--- src/rtl/timer_pkg.sv ---
// Shared types and default sizes for the down-counting timer.
package timer_pkg;
  typedef enum logic {
    IDLE = 1'b0,
    RUN  = 1'b1
  } state_t;

  localparam int WIDTH_DEF      = 8;
  localparam int PRESCALE_W_DEF = 8;
endpackage

--- src/rtl/down_timer_tick_gen.sv ---
// Prescaler for down_timer: emits one tick every prescale+1 enabled cycles while running.
module tick_gen
  import timer_pkg::*;
#(
  parameter int PRESCALE_W = PRESCALE_W_DEF
) (
  input  logic                  clk,
  input  logic                  reset,
  input  logic                  run,
  input  logic                  enable,
  input  logic                  clear,
  input  logic [PRESCALE_W-1:0] prescale,
  output logic                  tick
);
  logic [PRESCALE_W-1:0] pcnt;

  // prescale is compared live; lowering it below pcnt skips ticks until pcnt wraps.
  assign tick = run && enable && (pcnt == prescale);

  always_ff @(posedge clk) begin
    if (reset) begin
      pcnt <= '0;
    end else if (clear) begin
      pcnt <= '0;
    end else if (run && enable) begin
      if (pcnt == prescale) pcnt <= '0;
      else                  pcnt <= pcnt + PRESCALE_W'(1);
    end
  end
endmodule

--- src/rtl/down_timer.sv ---
// Programmable down timer: load, prescaled decrement, one-cycle tc pulse and sticky irq.
module down_timer
  import timer_pkg::*;
#(
  parameter int WIDTH      = WIDTH_DEF,
  parameter int PRESCALE_W = PRESCALE_W_DEF
) (
  input  logic                  clk,
  input  logic                  reset,
  input  logic                  enable,
  input  logic                  load,
  input  logic [WIDTH-1:0]      load_value,
  input  logic [PRESCALE_W-1:0] prescale,
  input  logic                  auto_reload,
  input  logic                  irq_ack,
  output logic [WIDTH-1:0]      out,
  output logic                  tc,
  output logic                  irq,
  output logic                  busy
);
  state_t           state_q, state_d;
  logic [WIDTH-1:0] reload_q, reload_d;
  logic [WIDTH-1:0] out_d;
  logic             tc_d, irq_d;
  logic             tick;

  tick_gen #(.PRESCALE_W(PRESCALE_W)) u_tick_gen (
    .clk      (clk),
    .reset    (reset),
    .run      (state_q == RUN),
    .enable   (enable),
    .clear    (load),
    .prescale (prescale),
    .tick     (tick)
  );

  // irq handshake: irq rises on expiry and stays high until a cycle with irq_ack=1;
  // an expiry in that same cycle wins, so no expiry is ever lost to an ack.
  always_comb begin
    state_d  = state_q;
    reload_d = reload_q;
    out_d    = out;
    tc_d     = 1'b0;
    irq_d    = irq;
    if (irq_ack) irq_d = 1'b0;
    if (load) begin
      out_d    = load_value;
      reload_d = load_value;
      state_d  = (load_value != '0) ? RUN : IDLE;
    end else if (state_q == RUN && tick) begin
      if (out == WIDTH'(1)) begin
        tc_d  = 1'b1;
        irq_d = 1'b1;
        if (auto_reload) begin
          out_d = reload_q;
        end else begin
          out_d   = '0;
          state_d = IDLE;
        end
      end else begin
        out_d = out - WIDTH'(1);
      end
    end
  end

  always_ff @(posedge clk) begin
    if (reset) begin
      state_q  <= IDLE;
      reload_q <= '0;
      out      <= '0;
      tc       <= 1'b0;
      irq      <= 1'b0;
    end else begin
      state_q  <= state_d;
      reload_q <= reload_d;
      out      <= out_d;
      tc       <= tc_d;
      irq      <= irq_d;
    end
  end

  assign busy = (state_q == RUN);
endmodule

--- config.mk ---
export PLATFORM = sky130hd
export DESIGN_NAME = down_timer
export DESIGN_NICKNAME = d
export VERILOG_FILES = /design/src/rtl/timer_pkg.sv /design/src/rtl/down_timer_tick_gen.sv /design/src/rtl/down_timer.sv
export SDC_FILE = /design/constraint.sdc
export NUM_CORES = 1
export LEC_CHECK = 0
export CORE_MARGIN = 10
export CORE_UTILIZATION = 35
export CTS_CLUSTER_DIAMETER = 120
export CTS_CLUSTER_SIZE = 28
export DETAILED_ROUTE_END_ITERATION = 6
export HOLD_SLACK_MARGIN = 0.06
export SYNTH_ARGS = -nofsm -noshare
export SYNTH_HDL_FRONTEND = slang
export SYNTH_SLANG_ARGS = --single-unit
--- constraint.sdc ---
create_clock -name clk -period 3.31 [get_ports clk]
set_input_delay 0.331 -clock clk [delete_from_list [all_inputs] [get_ports clk]]
set_output_delay 0.331 -clock clk [all_outputs]
set_load 0.02 [all_outputs]
==> impl_metrics.ini <==
[power_and_ir_drop]
pwr_density_cell_nw_per_um2 = 365
design_power_total_uw = 688
power_leakage_nw = 0.706
vdd.ir_drop.worst_mv = 0.164

[critical_path]
crit_buf_inv = 0
setup.worst_path.class = reg2reg
cp_max_fo = 7
worst_setup_path_start_kind = register
cpMaxStageDelayCell = sky130_fd_sc_hd__nor4_1
timing.critical_path.to_type = register
required_ps = 3500
startpoint = out[3]
timing.critical_path.cells = nor4_1 -> and2_0 -> nand3_1 -> a21o_1 -> a311oi_1
regToRegStartpoint = out[3]
timing.critical_path.arrival_ps = 2390
worst_path_largest_cell_delay_ps = 660
worst_path_dominant_cell_family = simple AND/OR/NAND/NOR gates

[timing]
setup_viol = 0
finalHoldViolations = 0
final_max_slew_viol_count = 0
finalCriticalPeriod_ps = 2190
fmax_mhz = 456
skew_ps = 1.82
tightestPinTransition_ps = 716
slew_headroom = 0.521
timing.setup.tns_ps = 0
final_min_period_over_clock_period = 0.662
grt_setup_unrepaired = no

[die]
initial_core_util = 0.364
core_area_um2 = 4060
io-pin-count = 33
dieHeight_um = 85.0
placement_rows = 23
die_w_um = 85.0
die_area_um2 = 7230

[synthesis]
dominantRegCellSynth = sky130_fd_sc_hd__dfxtp_1
synth.cell_area_um2 = 1480
synthDominantCellAreaShare = 0.365
synth_fp_nets = 203
synthesis.instances = 178
synthesis.area_per_instance_um2 = 8.31
synth-async-reset-ratio = 0
ys.warnings.count = 0
synth_most_common_cell = sky130_fd_sc_hd__dfxtp_1
netlist.top_cell.by_area = sky130_fd_sc_hd__dfxtp_1
synth_top_cells_by_count = 27 x sky130_fd_sc_hd__dfxtp_1, 23 x sky130_fd_sc_hd__nor2_1, 21 x sky130_fd_sc_hd__nand2_1
yosys.cell_types.count = 43
cell_types_with_the_largest_area_share_after_synthesis = sky130_fd_sc_hd__dfxtp_1 37%, sky130_fd_sc_hd__xor2_1 8.9%, sky130_fd_sc_hd__nor2_1 5.8%, sky130_fd_sc_hd__nand2_1 5.3%, sky130_fd_sc_hd__mux2i_1 4.7%
synth_enable_flop_cells = 0
synth_seq_area_share = 0.365
synth_seq_cells = 27

[layout]
filler_cell_count = 397
diodes = 0
final-seq-area_um2 = 541
area_growth_pct = 27.4
finalNonFillerCells = 257
area_of_all_placed_cells_without_fillers_um2 = 1880
final_net_count = 233
drive_gt1_frac = 0.0628
final_core_util = 0.464
multi_input_comb_area_um2 = 886

[cts]
clk_path_buf_depth = 2
cts_post_setup_buffers_inserted = 0
tritoncts.num_buffers = 3
clk-insertion-delay-late_ps = 290
cts-resized-gates = 0
cts_hold_buf = 0
clk_transition_reported_paths_ps = 100
clock-sinks = 27
htree_levels = 1
tritoncts = done
cts-root-buf = sky130_fd_sc_hd__clkbuf_8

[routing]
antenna_violating_nets_post_route = 0
vias = 1371
detail_route.vias_per_cell = 5.33
per_cell_routed_wire_length_um = 15.3
detail_route.drc_violations = 0
drt-pass1-iter-count = 4
drtIter0Drc = 95
routed_wirelength_um = 3920

[run]
max_cap_violations = 0

[placed_design]
io_buffer_count = 32
place.detailed.hpwl_um = 3030
place_congestion = 0.782
place_inst = 253
placed_area_um2 = 1840

[hold_path]
worst_hold_path_type = reg2reg
hold_path_startpoint = reload_q[0]

[outcome]
run_status = completed

[grt]
antenna_found_initial = 0
first_global_vias = 1288
total_global_routing_overflow = 0
grt_util_all_layers = 0.103
first_pass_grt_wire_length_um = 6240
largest_net_degree_at_the_start_of_global_routing = 20
state kept, by name (all words and copies together), names as in the netlist:
signal           count
out                  8
reload_q             8
u_tick_gen.pcnt      8
busy                 1
irq                  1
tc                   1
power breakdown:
| part | switching [mW] | total, mW | internal, mW |
|---|---|---|---|
| combinational | 0.0645 | 0.129 | 0.0642 |
| sequential | 0.0150 | 0.353 | 0.338 |
| clock | 0.120 | 0.206 | 0.0862 |
| total | 0.200 | 0.688 | 0.488 |
stage by stage:
stage                     setup slack [ps]  hold slack [ps]
after floorplan                       1190              437
after global placement                1070              449
after detailed placement              1020              452
after CTS                             1130              468
after global routing                   898              485
final                                 1120              467
cells by family (layout without fill, tap and decap cells):
| kind of cell | count (synthesis) | count (layout) | synth area share |
|---|---|---|---|
| AND/OR/NAND/NOR | 80 | 80 | 0.289 |
| AO/OA/AOI/OAI | 32 | 32 | 0.143 |
| flip-flops | 27 | 27 | 0.365 |
| XOR/XNOR | 16 | 16 | 0.0948 |
| buffers and inverters | 13 | 42 | 0.0355 |
| multiplexers | 7 | 7 | 0.0474 |
| adder cells (fa/ha/maj) | 3 | 3 | 0.0254 |
per-layer routing:
metal	part of all wire	vias up	routed length [um]	global-route usage
met5	0	-	0	0
li1	-	695	-	-
met3	0.066	4	260	0.0210
met2	0.49	39	1940	0.167
met1	0.42	633	1650	0.128
met4	0.018	0	69	0.0449
layout make-up:
cell class | count | share of cell area
multi-input combinational | 138 | 0.470
sequential | 27 | 0.287
timing repair buffer | 33 | 0.174
tap | 50 | 0.0332
clock buffer | 3 | 0.0219
inverter | 5 | 0.00996
clock inverter | 1 | 0.00398
layout by cell type (no fill, tap or decap), types with 2 or more instances in the layout:
| cell | Yosys | final |
|---|---|---|
| sky130_fd_sc_hd__xor2_1 | 15 | 15 |
| sky130_fd_sc_hd__dfxtp_1 | 27 | 27 |
| sky130_fd_sc_hd__a22oi_1 | 3 | 3 |
| sky130_fd_sc_hd__nand3_1 | 5 | 5 |
| sky130_fd_sc_hd__ha_1 | 3 | 3 |
| sky130_fd_sc_hd__mux2i_1 | 7 | 7 |
| sky130_fd_sc_hd__nor3b_1 | 2 | 2 |
| sky130_fd_sc_hd__nand2_1 | 21 | 21 |
| sky130_fd_sc_hd__o31ai_1 | 3 | 3 |
| sky130_fd_sc_hd__nand4_1 | 4 | 4 |
| sky130_fd_sc_hd__a21oi_1 | 9 | 9 |
| sky130_fd_sc_hd__nor2_1 | 23 | 23 |
| sky130_fd_sc_hd__nor4_1 | 5 | 5 |
| sky130_fd_sc_hd__inv_1 | 5 | 5 |
| sky130_fd_sc_hd__a31oi_1 | 3 | 3 |
| sky130_fd_sc_hd__clkdlybuf4s50_1 | 0 | 32 |
| sky130_fd_sc_hd__o21ai_0 | 4 | 4 |
| sky130_fd_sc_hd__nor3_1 | 4 | 4 |
| sky130_fd_sc_hd__or4_1 | 4 | 4 |
| sky130_fd_sc_hd__a311oi_1 | 2 | 2 |
| sky130_fd_sc_hd__clkbuf_8 | 0 | 3 |
worst reg2reg max path: stages, from the launching register on:
cell and delay (ps):
sky130_fd_sc_hd__dfxtp_1 380, sky130_fd_sc_hd__nor4_1 660, sky130_fd_sc_hd__and2_0 440, sky130_fd_sc_hd__nand3_1 150
sky130_fd_sc_hd__a21o_1 190, sky130_fd_sc_hd__a311oi_1 270
path summary, 6_finish.rpt:
check,end,slack [ps],depth (start not counted)
hold reg to reg,reload_q[0],470,2
setup reg to reg,out[4],1120,5
setup / recovery,out[4],1120,5
hold / removal,reload_q[0],470,2
(Power assumes the default switching activity.)
